## src/rtl/pll_pkg.sv

```systemverilog
// Shared types and helpers for the digital PLL loop controller.
// The saturate helper works on 64-bit signed values. Callers narrow the result to their own width.
package pll_pkg;

  typedef enum logic [1:0] {
    ST_UNLOCKED = 2'd0,
    ST_ACQUIRE  = 2'd1,
    ST_LOCKED   = 2'd2,
    ST_HOLD     = 2'd3
  } lock_state_t;

  // Clamp v to the signed range of a w-bit word (w <= 63).
  function automatic logic signed [63:0] sat_w(input logic signed [63:0] v, input int w);
    logic signed [63:0] hi;
    logic signed [63:0] lo;
    hi = (64'sd1 <<< (w - 1)) - 64'sd1;
    lo = -hi - 64'sd1;
    if (v > hi)      return hi;
    else if (v < lo) return lo;
    else             return v;
  endfunction

endpackage

```

## src/rtl/sync_edge.sv

```systemverilog
// Two-flop synchronizer with a history flop and a registered rising-edge pulse.
// Reusable for any asynchronous level input.
module sync_edge (
  input  logic clk,
  input  logic rst_n,
  input  logic din,
  output logic rise
);

  logic s1, s2, s3;

  // The pulse is registered, so rise is high in the third cycle after din is first sampled high.
  always_ff @(posedge clk or negedge rst_n) begin
    if (!rst_n) begin
      s1   <= 1'b0;
      s2   <= 1'b0;
      s3   <= 1'b0;
      rise <= 1'b0;
    end else begin
      s1   <= din;
      s2   <= s1;
      s3   <= s2;
      rise <= s2 & ~s3;
    end
  end

endmodule

```

## src/rtl/pll_loop_ctrl.sv

```systemverilog
// Phase detector, saturating PI loop filter and lock detector for the NCO-based PLL.
// Samples flow err (E) -> integ (E+1) -> ctrl (E+2); ctrl_upd marks a new ctrl.
module pll_loop_ctrl
  import pll_pkg::*;
#(
  parameter int ACC_W    = 24,
  parameter int CTRL_W   = 24,
  parameter int INT_W    = 32,
  parameter int KP_SH    = 4,
  parameter int KI_SH    = 10,
  parameter int LOCK_TOL = 4096,
  parameter int LOCK_CNT = 16,
  parameter int REF_TO   = 65535
) (
  input  logic                     clk,
  input  logic                     rst_n,
  input  logic                     ena,
  input  logic                     ref_in,
  input  logic        [ACC_W-1:0]  phase_acc,
  output logic signed [CTRL_W-1:0] ctrl,
  output logic                     ctrl_upd,
  output logic                     locked,
  output logic        [1:0]        lock_state
);

  localparam int CNT_W = $clog2(LOCK_CNT + 1);
  localparam int TO_W  = $clog2(REF_TO + 1);
  localparam logic [CNT_W-1:0] LOCK_CNT_V = CNT_W'(LOCK_CNT);
  localparam logic [TO_W-1:0]  REF_TO_V   = TO_W'(REF_TO);

  logic                      ref_edge;
  logic                      sample;
  logic signed [ACC_W:0]     err_full;
  logic signed [ACC_W-1:0]   err_now;
  logic signed [ACC_W-1:0]   err_q;
  logic signed [ACC_W-1:0]   err_q2;
  logic signed [INT_W-1:0]   integ;
  logic signed [INT_W-1:0]   integ_next;
  logic signed [CTRL_W-1:0]  ctrl_next;
  logic                      in_tol;
  logic                      v1, v2;
  lock_state_t               state;
  logic [CNT_W-1:0]          cnt;
  logic [TO_W-1:0]           to_cnt;

  sync_edge u_sync (
    .clk   (clk),
    .rst_n (rst_n),
    .din   (ref_in),
    .rise  (ref_edge)
  );

  assign sample     = ena & ref_edge;
  assign lock_state = state;

  // Target phase is 0: an NCO running ahead gives a negative error.
  always_comb begin
    err_full   = -$signed({phase_acc[ACC_W-1], phase_acc});
    err_now    = ACC_W'(sat_w(64'(err_full), ACC_W));
    in_tol     = (64'(err_now) <= 64'(LOCK_TOL)) && (64'(err_now) >= -64'(LOCK_TOL));
    integ_next = INT_W'(sat_w(64'(integ) + 64'(err_q), INT_W));
    ctrl_next  = CTRL_W'(sat_w((64'(err_q2) >>> KP_SH) + (64'(integ) >>> KI_SH), CTRL_W));
  end

  // The pipeline stages after E run to completion even if ena drops.
  always_ff @(posedge clk or negedge rst_n) begin
    if (!rst_n) begin
      err_q    <= '0;
      err_q2   <= '0;
      integ    <= '0;
      ctrl     <= '0;
      v1       <= 1'b0;
      v2       <= 1'b0;
      ctrl_upd <= 1'b0;
    end else begin
      v1 <= sample;
      if (sample) err_q <= err_now;
      v2 <= v1;
      if (v1) begin
        integ  <= integ_next;
        err_q2 <= err_q;
      end
      ctrl_upd <= v2;
      if (v2) ctrl <= ctrl_next;
    end
  end

  // Lock FSM and reference timeout. An accepted edge takes priority over an expiring timeout.
  always_ff @(posedge clk or negedge rst_n) begin
    if (!rst_n) begin
      state  <= ST_UNLOCKED;
      cnt    <= '0;
      to_cnt <= '0;
      locked <= 1'b0;
    end else if (sample) begin
      to_cnt <= '0;
      case (state)
        ST_UNLOCKED: begin
          if (in_tol) begin
            state <= ST_ACQUIRE;
            cnt   <= CNT_W'(1);
          end
        end
        ST_ACQUIRE: begin
          if (in_tol) begin
            cnt <= cnt + CNT_W'(1);
            if ((cnt + CNT_W'(1)) == LOCK_CNT_V) begin
              state  <= ST_LOCKED;
              locked <= 1'b1;
            end
          end else begin
            state <= ST_UNLOCKED;
            cnt   <= '0;
          end
        end
        ST_LOCKED: begin
          if (!in_tol) state <= ST_HOLD;
        end
        ST_HOLD: begin
          if (in_tol) begin
            state <= ST_LOCKED;
          end else begin
            state  <= ST_UNLOCKED;
            locked <= 1'b0;
            cnt    <= '0;
          end
        end
      endcase
    end else if (ena) begin
      if (to_cnt != REF_TO_V) to_cnt <= to_cnt + TO_W'(1);
      if (to_cnt >= REF_TO_V - TO_W'(1)) begin
        state  <= ST_UNLOCKED;
        cnt    <= '0;
        locked <= 1'b0;
      end
    end
  end

endmodule

```

## config.mk

```make
export PLATFORM = sky130hd
export DESIGN_NAME = pll_loop_ctrl
export DESIGN_NICKNAME = d
export VERILOG_FILES = /design/src/rtl/pll_pkg.sv /design/src/rtl/sync_edge.sv /design/src/rtl/pll_loop_ctrl.sv
export SDC_FILE = /design/constraint.sdc
export NUM_CORES = 1
export LEC_CHECK = 0
export CORE_ASPECT_RATIO = 1.75
export CORE_MARGIN = 2
export CORE_UTILIZATION = 56
export DETAILED_ROUTE_END_ITERATION = 10
export PLACE_DENSITY = 0.82
export SLEW_MARGIN = 5
export SYNTH_ARGS = -nofsm -noshare
export SYNTH_HDL_FRONTEND = slang
export SYNTH_HIERARCHICAL = 1
export SYNTH_SLANG_ARGS = --single-unit
```

## constraint.sdc

```tcl
create_clock -name clk -period 3.5 [get_ports clk]
set_clock_uncertainty 0.1 [all_clocks]
set_input_delay 0.525 -clock clk [delete_from_list [all_inputs] [get_ports clk]]
set_output_delay 0.525 -clock clk [all_outputs]
set_load 0.01 [all_outputs]
```

# After elaboration in Yosys (flattened, before gate mapping)
# Cells that the tools add are included.
[word_totals]
n_memories = 0
latch_bits = 0
out_inout_bits = 28
reg_bits = 135
mem_bits_ro = 0
word_cells = 86
input_bits = 28
mem_bits_rw = 0
[op_classes]
shifts = 0
magnitude_cmp = 9
eq_ne = 13
bitwise_logic = 3
reduce_logical = 9
muxes = 32
n_div = 0
n_addsub = 5
mul = 0
[ops]
columns = ["operator", "count"]
rows = [
  ["24-bit two-way mux", 4],
  ["32-bit two-way mux", 2],
  ["16-bit two-way mux", 3],
  ["32-bit by 24-bit adder with 33-bit output", 1],
  ["33-bit by 32-bit greater-than comparator with 1-bit output (second input constant)", 1],
  ["33-bit by 32-bit < comparator with 1-bit output (second input constant)", 1],
  ["5-bit two-way mux", 6],
  ["25-bit by 24-bit greater-than comparator with 1-bit output (second input constant)", 1],
  ["25-bit by 24-bit < comparator with 1-bit output (second input constant)", 1],
  ["24-bit negator with 25-bit output", 1],
  ["24-bit by 13-bit >= comparator with 1-bit output (second input constant)", 1],
  ["23-bit by 24-bit greater-than comparator with 1-bit output (second input constant)", 1],
  ["24-bit by 14-bit less-or-equal comparator with 1-bit output (second input constant)", 1],
  ["23-bit by 24-bit < comparator with 1-bit output (second input constant)", 1],
  ["20-bit by 22-bit adder with 23-bit output", 1],
  ["16-bit by 1-bit adder with 16-bit output (second input constant)", 1],
  ["16-bit >= comparator (second input constant)", 1],
  ["2-bit two-way mux", 8],
  ["16-bit != test (second input constant)", 1],
  ["3-bit != test (second input constant)", 5],
  ["5-bit case mux with 3 select lines", 1],
  ["5-bit AND reduction", 2],
  ["2-bit case mux with 4 select lines", 1],
  ["1-bit two-way mux", 6],
  ["15 further kinds", 19],
]

# Logic depth before layout (Yosys ltp)
# Gate-level depths: netlist of run 1.
[logic_depth]
word_depth = 9
ltp_mapped = 15
ltp_nobuf = 12

# Cells and area by module
# Netlist of run 1, hierarchy kept.
[modules_own_cells]
columns = ["mod", "cells_each", "area_per_inst_um2", "instances", "seq_area_each_um2"]
rows = [
  ["pll_loop_ctrl", 1004, 8849.7, 1, 3178.0],
  ["sync_edge", 5, 113.9, 1, 100.1],
]

# Worst setup path before layout of run 1
# No wires, ideal clock.
[synth_path]
path_kind = "register to register"
start = "register err_q[12]"
end = "register integ[19]"
setup_slack_ps = 222
path_buffers = 2
t_arrival_ps = 3031
required_ps = 3253
path_stages_with_launch = 13
period_less_slack_ps = 3278
setup_ps = 147
cell_sequence = "dfrtp_1 > ha_1 > a211oi_1 > o21ai_1 > a221o_1 > or3b_1 > a21bo_2 > a211o_1 > mux2i_1 > a21oi_1 > clkbuf_1 > clkbuf_1 > a311oi_1"
[synth_via]
elab_chain_len = 4
elab_cells_between_ends = 5
classes_between = "1 x add/sub; 2 x order compare; 2 x mux"
[synth_rtl]
columns = ["item", "line", "text"]
rows = [
  ["from (decl)", "pll_loop_ctrl.sv:35", "logic signed [ACC_W-1:0] err_q;"],
  ["from (signal assigned)", "pll_loop_ctrl.sv:77", "if (sample) err_q <= err_now;"],
  ["32-bit by 24-bit adder with 33-bit output *", "pll_loop_ctrl.sv:61", "integ_next = INT_W'(sat_w(64'(integ) + 64'(err_q), INT_W));"],
  ["33-bit by 32-bit < comparator with 1-bit output", "pll_pkg.sv:19", "else if (v < lo) return lo;"],
  ["32-bit two-way mux", "pll_pkg.sv:19", ""],
  ["32-bit two-way mux *", "pll_pkg.sv:18", "if (v > hi) return hi;"],
  ["to (signal assigned)", "pll_loop_ctrl.sv:80", "integ <= integ_next;"],
  ["to (decl)", "pll_loop_ctrl.sv:37", "logic signed [INT_W-1:0] integ;"],
]
# Mark *: on every way between the ends. The rest lies on a longest branch, timed or not.
# A chain may end at the register's enable or synchronous reset.

# Worst setup path in the final report of run 1
[layout_path]
start = "register integ[12]"
end = "register integ[25]"
[layout_via]
elab_chain_len = 4
elab_cells_between_ends = 5
classes_between = "1 x add/sub; 2 x order compare; 2 x mux"
[layout_rtl]
columns = ["item", "line"]
rows = [
  ["32-bit by 24-bit adder with 33-bit output *", "pll_loop_ctrl.sv:61"],
  ["33-bit by 32-bit < comparator with 1-bit output", "pll_pkg.sv:19"],
  ["32-bit two-way mux", "pll_pkg.sv:19"],
  ["32-bit two-way mux *", "pll_pkg.sv:18"],
]
# Marks and branches as above.

==> results.json, run 1 <==
{
  "outcome": "finished, final reports clean",
  "type_of_the_setup_path_with_the_least_slack": "reg -> reg",
  "nNetsFinal": 1220,
  "most-common-layout-cells": "dfrtp_1, nand2_1, nor2_1, buf_4, a21oi_1",
  "postLayoutCoreUtil_pct": 69.4,
  "clk_latency_worst_skew_pair_ns": 0.43,
  "post_synth_num_cell_types": 80,
  "grt_pass1_wl_um": 39200,
  "powerDensity_mw_per_mm2": 844,
  "cts-root-to-sink-buffers": 2,
  "syn_area_per_cell_um2": 8.88,
  "worst_path_max_delay_cell": "dfrtp_1",
  "first_global_vias": 8343,
  "flop_pwr_share_pct": 25.9,
  "netlist_area_mm2": 0.00896,
  "detailed_place_hpwl_um": 17400,
  "die_height_um": 171,
  "dr.first_iter.drc_count": 488,
  "cts.clk_slew.worst_paths_ns": 0.07,
  "power_switching_w": 0.00387,
  "slew_headroom_pct": 55.3,
  "yosys_most_used_dff": "dfrtp_1",
  "clock_sinks": 131,
  "root_buffer": "clkbuf_16",
  "grt_usage_pct": 28.7,
  "vdd.ir_drop.worst_uv": 408,
  "synth_edf_count": 0,
  "finalHoldViolations": 0,
  "routed-via-count": 8399,
  "final-setup-viol-count": 0,
  "drtAntennaViolNets": 0,
  "postSynthNetCount": 1098,
  "intPower_w": 0.00539,
  "timing.fmax_mhz": 299,
  "final.fill_count": 1155,
  "chipWidth_um": 99.6,
  "worstMarginPinSlew_ns": 0.671,
  "antenna_cells_inserted": 0,
  "drv.max_cap_violation_count": 0,
  "yosysWarnings": 6,
  "setup_tns_ns": 0,
  "timing.final.max_slew_violations": 0,
  "post_cts_hold_buffer_count": 0,
  "multi_input_area_mm2": 0.00538,
  "initial_utilization_pct": 56.7,
  "sum_of_routed_wire_length_over_all_layers_um": 24100,
  "share_of_flip_flops_with_an_asynchronous_set_or_reset_pct": 100,
  "port_buffers": 55,
  "place.gp.congestion": 0.963,
  "netSwitchingFraction_pct": 41.8,
  "worst_setup_path_end_kind": "flop",
  "cts-buffers-inserted": 17,
  "routed_via_density": 6.31,
  "setup_ws_ns": 0.153,
  "dp_slack_ns": -0.224,
  "drt_first_pass_iters": 5,
  "path_max_fanout": 28,
  "drt-wirelength-per-cell_um": 18.1,
  "sort_of_element_at_the_start_of_the_critical_path": "flop",
  "cts_h_tree_depth": 4,
  "floorplan.io_pins": 56,
  "worstHoldPathType": "in -> async",
  "finalInstanceArea_mm2": 0.0110,
  "detailed_place.area_mm2": 0.0103,
  "post-route-period-util_pct": 95.6,
  "area_growth_syn_to_layout_pct": 22.3,
  "cts_tree": "done",
  "initial_antenna_violation_count": 0,
  "fp.coreArea_mm2": 0.0158,
  "synthesis.instances": 1009,
  "layout_commonest_cell": "dfrtp_1",
  "cp_data_arrival_time_ns": 3.55,
  "whs_ns": 0.00405,
  "dieArea_mm2": 0.0171,
  "grt_start_max_net_pins": 76,
  "p_leak_nw": 4.77,
  "final.min_clock_period_ns": 3.35,
  "post_route_cells_drive_above_1_share_pct": 16.4,
  "power.clock.fraction_pct": 21.1,
  "remaining_drc_errors": 0,
  "rows": 61,
  "worst-endpoint-required_ns": 3.71,
  "regArea_mm2": 0.00328,
  "critical-path-max-stage-delay_ns": 0.43,
  "postSynthRegisterBits": 131,
  "power_frac_comb_pct": 53.0,
  "grt_remaining_overflow": 0,
  "cp_cell_sequence": "ha_1 > a211oi_2 > o21ai_1 > a221o_1 > or3b_1 > a21bo_2 > a211o_1 > a21boi_2 > nand2_1 > buf_12 > a311oi_1",
  "synth_sequential_area_ratio_pct": 36.6
}
flip-flops by register name, indices dropped and copies added (netlist names):
register,cells
u_sync/rise,1
v1,1
u_sync/s3,1
err_q,24
lock_state,2
u_sync/s1,1
v2,1
ctrl_upd,1
cnt,5
integ,32
to_cnt,16
locked,1
err_q2,20
u_sync/s2,1
ctrl,24
layout make-up:
cell class              instances  area share, %
inverters                      42           1.45
repair buffers                148           11.6
multi-input cells             791           49.0
well taps                     189           2.16
clock buffers                  18           4.01
clock inverters                13           1.80
flip-flops and latches        131           29.9
metrics by stage:
stage	total power, W	instances
after floorplan	0.00561	1009
after global placement	0.00696	1300
after detailed placement	0.00712	1300
after CTS	0.00916	1331
after global routing	0.00985	1332
final	0.00925	1332
per-layer routing:
metal  GRT usage [%]  vias up  share of wire [%]
met4            16.5        0                5.5
met1            27.8     4057                 35
li1                -     3957                  -
met2            55.8      284                 56
met3            4.67      101                3.6
met5               0        -                  0
cells in the mapped netlist, drive strengths merged, types with 4 or more instances:
cell     number  area share (%)
ha           59             8.2
or3          13            0.91
or2           5            0.35
inv          40             1.7
o211ai        8            0.67
o21ai        73             4.1
a31oi        14            0.98
a21oi        67             3.7
a211o         6            0.59
o22ai         4            0.28
a211oi        7            0.59
nand3        17            0.95
nor2         94             4.0
nand2       105             4.4
clkbuf       37             1.5
nor2b        13            0.99
o31ai        13             1.1
nor3         22             1.3
o22a          4            0.39
nand4        11            0.77
mux2         29             3.6
and4          4            0.39
dfrtp       131              37
o21bai        7            0.59
and2          6            0.42
xnor2        28             2.7
buf           8            0.54
a311oi       31             3.1
a32oi         4            0.39
a21o         17             1.4
xor2         35             3.4
and3          7            0.49
nand2b        6            0.45
or4           6            0.54
o21a         10            0.84
nor4         15             1.4
o2111ai       6            0.59
a21boi        5            0.42
worst paths after layout:
path	from	end	slack [ns]	depth (start not counted)
worst max-delay path	integ[12]$_DFFE_PN0P_	integ[25]$_DFFE_PN0P_	0.15	11
worst min-delay path	rst_n	ctrl[9]$_DFFE_PN0P_	0.004	1
worst max register to register	integ[12]$_DFFE_PN0P_	integ[25]$_DFFE_PN0P_	0.15	11
worst min register to register	u_sync/s1$_DFF_PN0_	u_sync/s2$_DFF_PN0_	0.25	0
max in group asynchronous	rst_n	err_q[1]$_DFFE_PN0P_	2.53	2
min in group clk	u_sync/s1$_DFF_PN0_	u_sync/s2$_DFF_PN0_	0.25	0
cells by family after synthesis:
logic type / after synthesis / synth area share (%)
AND/OR/NAND/NOR: 337 / 18.7
adder cells (fa/ha/maj): 61 / 8.68
XOR/XNOR: 63 / 6.16
multiplexers: 32 / 3.98
buffers and inverters: 87 / 3.87
AO/OA/AOI/OAI: 298 / 22.1
flip-flops: 131 / 36.6
power by group through the flow:
stage / registers, W / logic (W) / clock network [W]
after floorplan: 0.00232 / 0.00329 / 0
after detailed placement: 0.00240 / 0.00472 / 0
after global placement: 0.00239 / 0.00457 / 0
after CTS: 0.00239 / 0.00482 / 0.00195
final: 0.00240 / 0.00491 / 0.00195
after global routing: 0.00244 / 0.00540 / 0.00201
what timing repair did:
action                                 in CTS  in global routing
endpoints found under the hold margin       0                  0
gates resized for setup                     0                  7
setup endpoints to repair                   0                 38
buffers inserted                            0                  1
critical path, delay by kind of cell, from the launching register on:
family	cells	cell delay, ns
simple gates	2	0.28
buf+inv	1	0.20
fa+ha+maj	1	0.39
flops	1	0.43
compound gates	7	1.81
(Power assumes the default switching activity.)
==> run 2, diff against run 1 <==
--- a/config.mk
+++ b/config.mk
@@ -10,6 +10,7 @@
 export CORE_UTILIZATION = 56
 export DETAILED_ROUTE_END_ITERATION = 10
 export PLACE_DENSITY = 0.82
+export SKIP_LAST_GASP = 1
 export SLEW_MARGIN = 5
 export SYNTH_ARGS = -nofsm -noshare
 export SYNTH_HDL_FRONTEND = slang
==> results.json, run 2 (synthesis results as in run 1) <==
{
  "crit_path_frequent_cell": "a21oi_1",
  "rsz0062_at_grt": "true",
  "clk_latency_worst_skew_pair_ns": 0.43,
  "worst_path_max_delay_cell": "fa_1",
  "r2r.worst_path.cells": 12,
  "root_buffer": "clkbuf_16",
  "timing.final.max_slew_violations": 0,
  "critical_path.top_delay_family": "compound AO/OA/AOI/OAI gates",
  "worstMarginPinSlew_ns": 0.673,
  "type_of_the_setup_path_with_the_least_slack": "reg -> reg",
  "floorplan.io_pins": 56,
  "worst_setup_path_end_kind": "flop",
  "crit_buf_inv": 1,
  "cp_data_arrival_time_ns": 3.51,
  "final.fill_count": 1157,
  "cts-root-to-sink-buffers": 2,
  "detailed_place_hpwl_um": 17400,
  "r2r-start": "err_q[0]$_DFFE_PN0P_",
  "postLayoutCoreUtil_pct": 69.3,
  "grt_pass1_wl_um": 39200,
  "critical-path-max-stage-delay_ns": 0.44,
  "cp_cell_sequence": "ha_1 > fa_1 > a211o_1 > a21oi_1 > o2111ai_1 > nand3_1 > o211ai_1 > a31oi_1 > a21oi_1 > nand2_1 > buf_12 > a311oi_1",
  "routed-via-count": 8365,
  "area_growth_syn_to_layout_pct": 22.2,
  "cts_h_tree_depth": 4,
  "nNetsFinal": 1220,
  "final-setup-viol-count": 0,
  "cts_tree": "done",
  "grt_start_max_net_pins": 76,
  "post_route_cells_drive_above_1_share_pct": 16.4,
  "timing.fmax_mhz": 299,
  "outcome": "finished, final reports clean",
  "worst-endpoint-required_ns": 3.66,
  "sort_of_element_at_the_start_of_the_critical_path": "flop",
  "antenna_cells_inserted": 0,
  "cts.clk_slew.worst_paths_ns": 0.07,
  "largest_register": "integ",
  "finalInstanceArea_mm2": 0.0110,
  "first_global_vias": 8343,
  "setup.reg_to_reg.worst_slack_ns": 0.15,
  "drt-wirelength-per-cell_um": 18.1,
  "cts-buffers-inserted": 17,
  "powerDensity_mw_per_mm2": 844,
  "drt_first_pass_iters": 6,
  "grt_remaining_overflow": 0,
  "routed_via_density": 6.28,
  "grt_usage_pct": 28.7,
  "chipWidth_um": 99.6,
  "p_leak_nw": 4.77,
  "vdd.ir_drop.worst_uv": 407,
  "rr_endpoint": "integ[9]$_DFFE_PN0P_",
  "place.gp.congestion": 0.963,
  "detailed_place.area_mm2": 0.0103,
  "rows": 61,
  "layout_commonest_cell": "dfrtp_1",
  "drv.max_cap_violation_count": 0,
  "sum_of_routed_wire_length_over_all_layers_um": 24100,
  "initial_antenna_violation_count": 0,
  "port_buffers": 55,
  "worstHoldPathType": "in -> async",
  "clock_sinks": 131,
  "path_max_fanout": 28,
  "remaining_drc_errors": 0,
  "most-common-layout-cells": "dfrtp_1, nand2_1, nor2_1, buf_4, a21oi_1",
  "dieArea_mm2": 0.0171,
  "largest_reg_flops": 32,
  "dr.first_iter.drc_count": 426,
  "die_height_um": 171,
  "largest_registers": "integ x32, ctrl x24, err_q x24",
  "drtAntennaViolNets": 0,
  "fp.coreArea_mm2": 0.0158,
  "finalHoldViolations": 0,
  "initial_utilization_pct": 56.7,
  "final.min_clock_period_ns": 3.35,
  "slew_headroom_pct": 55.1,
  "post-route-period-util_pct": 95.6
}
==> run 2: worst register-to-register path: cells and delay by family (launching register included) <==
kind	cells	cell delay (ns)
DFF	1	0.39
AOI/OAI and AO/OA	7	1.54
adders and majority gates	2	0.67
and+or+nand+nor	2	0.30
buffers and inverters	1	0.19
==> run 2: per-layer routing <==
layer  routed length (µm)  vias to the layer above  global-route usage [%]
li1                     -                     3959                       -
met1                 8580                     4057                    27.8
met2                13400                      254                    55.8
met3                  855                       95                    4.67
met4                 1280                        0                    16.5
met5                    0                        -                       0
==> run 2: worst max-delay path by stage <==
| stage | slack (ns) | cells past startpoint | start | end |
|---|---|---|---|---|
| 2_1_floorplan | 0.22 | 12 | err_q[12]$_DFFE_PN0P_ | integ[19]$_DFFE_PN0P_ |
| 3_3_place_gp | -0.17 | 11 | phase_acc[19] | cnt[2]$_DFFE_PN0P_ |
| 3_5_place_dp | -0.22 | 11 | phase_acc[19] | cnt[2]$_DFFE_PN0P_ |
| 4_1_cts | 0.05 | 11 | integ[12]$_DFFE_PN0P_ | integ[25]$_DFFE_PN0P_ |
| 5_1_grt | -0.02 | 11 | integ[12]$_DFFE_PN0P_ | integ[9]$_DFFE_PN0P_ |
| 6_report | 0.15 | 12 | err_q[0]$_DFFE_PN0P_ | integ[9]$_DFFE_PN0P_ |
==> run 2: power by group <==
group | total [W] | switching (W) | internal, W
Sequential | 0.00240 | 0.000421 | 0.00198
Clock | 0.00195 | 0.000727 | 0.00122
Combinational | 0.00489 | 0.00271 | 0.00218
==> run 2: repair_timing <==
| action | 4_1_cts | 5_1_grt |
|---|---|---|
| gates resized for setup | 0 | 6 |
| setup endpoints to repair | 0 | 38 |
| hold endpoints to repair | 0 | 0 |
| setup buffers | 0 | 1 |
| hold buffers | 0 | 0 |
==> run 2: final cells by class <==
| cell class | instances | area (µm²) | share of cell area (%) |
|---|---|---|---|
| Clock buffer | 18 | 439 | 4.01 |
| Clock inverter | 13 | 198 | 1.80 |
| Inverter | 42 | 159 | 1.45 |
| Multi-Input combinational cell | 791 | 5370 | 49.0 |
| Sequential cell | 131 | 3280 | 29.9 |
| Tap cell | 189 | 236 | 2.16 |
| Timing Repair Buffer | 148 | 1270 | 11.6 |
==> run 2: per-stage QoR <==
step | setup TNS [ns] | cells | hold slack, ns | setup WS (ns) | total power, W
final | 0 | 1332 | 0.00504 | 0.153 | 0.00924
after global routing | -0.0247 | 1332 | 0.0646 | -0.0175 | 0.00984
after CTS | 0 | 1331 | 0.0388 | 0.0503 | 0.00916
after detailed placement | -1.45 | 1300 | 0.238 | -0.224 | 0.00712
after global placement | -0.908 | 1300 | 0.237 | -0.168 | 0.00696
after floorplan | 0 | 1009 | 0.129 | 0.222 | 0.00561
==> run 3, diff against run 2 <==
--- a/config.mk
+++ b/config.mk
@@ -8,6 +8,7 @@
 export CORE_ASPECT_RATIO = 1.75
 export CORE_MARGIN = 2
 export CORE_UTILIZATION = 56
+export CTS_BUF_LIST = sky130_fd_sc_hd__clkbuf_4 sky130_fd_sc_hd__clkbuf_8
 export DETAILED_ROUTE_END_ITERATION = 10
 export PLACE_DENSITY = 0.82
 export SKIP_LAST_GASP = 1
==> results.json, run 3 (synthesis results as in run 1) <==
{
  "cts_h_tree_depth": 4,
  "vdd.ir_drop.worst_uv": 399,
  "cp_data_arrival_time_ns": 3.59,
  "root_buffer": "clkbuf_8",
  "grt_start_max_net_pins": 76,
  "post_route_cells_drive_above_1_share_pct": 16.3,
  "path_max_fanout": 4,
  "rsz0062_at_grt": "false",
  "largest_registers": "integ x32, ctrl x24, err_q x24",
  "rows": 61,
  "clock_sinks": 131,
  "drv.max_cap_violation_count": 0,
  "detailed_place_hpwl_um": 17400,
  "area_growth_syn_to_layout_pct": 20.1,
  "slew_headroom_pct": 54.1,
  "finalHoldViolations": 0,
  "setup_tns_ns": 0,
  "sort_of_element_at_the_start_of_the_critical_path": "flop",
  "dieArea_mm2": 0.0171,
  "initial_utilization_pct": 56.7,
  "timing.final.max_slew_violations": 0,
  "cts-buffers-inserted": 17,
  "initial_antenna_violation_count": 0,
  "drt_first_pass_iters": 7,
  "first_global_vias": 8187,
  "routed-via-count": 8274,
  "type_of_the_setup_path_with_the_least_slack": "reg -> reg",
  "worstHoldPathType": "reg -> reg",
  "die_height_um": 171,
  "largest_register": "integ",
  "port_buffers": 55,
  "most-common-layout-cells": "dfrtp_1, nand2_1, nor2_1, buf_4, a21oi_1",
  "worst-endpoint-required_ns": 3.72,
  "floorplan.io_pins": 56,
  "routed_via_density": 6.21,
  "dr.first_iter.drc_count": 520,
  "power_w": 0.00871,
  "drtAntennaViolNets": 0,
  "grt_remaining_overflow": 0,
  "cts.clk_slew.worst_paths_ns": 0.10,
  "critical-path-max-stage-delay_ns": 0.46,
  "place.gp.congestion": 0.963,
  "cts_tree": "done",
  "final-setup-viol-count": 0,
  "setup_ws_ns": 0.123,
  "remaining_drc_errors": 0,
  "outcome": "finished, final reports clean",
  "worstMarginPinSlew_ns": 0.688,
  "chipWidth_um": 99.6,
  "drt-wirelength-per-cell_um": 17.4,
  "post-route-period-util_pct": 96.5,
  "timing.fmax_mhz": 296,
  "clk_latency_worst_skew_pair_ns": 0.46,
  "final.min_clock_period_ns": 3.38,
  "antenna_cells_inserted": 0,
  "layout_commonest_cell": "dfrtp_1",
  "worst_setup_path_end_kind": "flop",
  "p_leak_nw": 4.68,
  "powerDensity_mw_per_mm2": 809,
  "grt_pass1_wl_um": 37700,
  "cp_cell_sequence": "ha_1 > inv_1 > fa_1 > nor2b_1 > o21ai_0 > a21oi_1 > o21ai_0 > a21oi_1 > o2111a_1 > nor4b_1 > buf_4 > nor4_1 > nor3_1",
  "grt_usage_pct": 27.5,
  "largest_reg_flops": 32,
  "fp.coreArea_mm2": 0.0158,
  "nNetsFinal": 1220,
  "cts-root-to-sink-buffers": 2,
  "worst_path_max_delay_cell": "fa_1",
  "sum_of_routed_wire_length_over_all_layers_um": 23200,
  "whs_ns": 0.271,
  "dp_slack_ns": -0.224
}
==> run 3: cell types whose count changed in the layout (fill, tap and decap cells not counted), sizes merged <==
cell	delta
buf	-1
dlygate4sd3	+1
==> run 3: final cells by class <==
type / count / area, µm²
tap: 189 / 236
sequential: 131 / 3280
clock inverter: 13 / 198
timing repair buffer: 148 / 1280
clock buffer: 18 / 248
fill: 1210 / 5030
inverter: 42 / 159
multi-input combinational: 791 / 5370
==> run 3: layer usage <==
layer  wire, µm  GRT usage (%)  up-vias  share of wire, %
li1           -              -     3965                 -
met3        694           3.21       88               3.0
met1       8320           27.1     3980                36
met5          0              0        -                 0
met4       1210           15.6        0               5.2
met2      12900           54.0      241                56
==> run 3: report_power, final <==
part           internal, W  switching [W]
Clock             0.000806       0.000658
Sequential         0.00197       0.000419
Combinational      0.00218        0.00267
Total              0.00496        0.00375
==> run 3: worst paths after layout <==
path,from,end,slack (ns),depth (start not counted)
max,integ[10]$_DFFE_PN0P_,ctrl[22]$_DFFE_PN0P_,0.12,13
min,u_sync/s1$_DFF_PN0_,u_sync/s2$_DFF_PN0_,0.27,0
max reg2reg,integ[10]$_DFFE_PN0P_,ctrl[22]$_DFFE_PN0P_,0.12,13
min reg2reg,u_sync/s1$_DFF_PN0_,u_sync/s2$_DFF_PN0_,0.27,0
max in group asynchronous,rst_n,err_q2[14]$_DFFE_PN0P_,1.98,3
min in group asynchronous,rst_n,ctrl[9]$_DFFE_PN0P_,0.52,2
==> run 3: per-stage QoR <==
stage	cell area [µm²]	utilization, %	std cells
after global placement	10300	65.1	1300
after CTS	10700	68.0	1332
after floorplan	8960	-	1009
final	10800	68.2	1332
after global routing	10800	68.2	1332
after detailed placement	10300	65.1	1300
==> run 3: timing repair <==
item,CTS,global route
endpoints found under the hold margin,4,0
setup buffers,0,0
hold buffers,1,0
resized for setup,0,6
endpoints found under the setup margin,0,34
==> run 3: critical path: cells and delay by family, from the launching register on <==
| family | cells | cell delay (ns) |
|---|---|---|
| AOI/OAI and AO/OA | 5 | 1.18 |
| DFF | 1 | 0.38 |
| buffers and inverters | 2 | 0.23 |
| adders and majority gates | 2 | 0.65 |
| and+or+nand+nor | 4 | 0.71 |
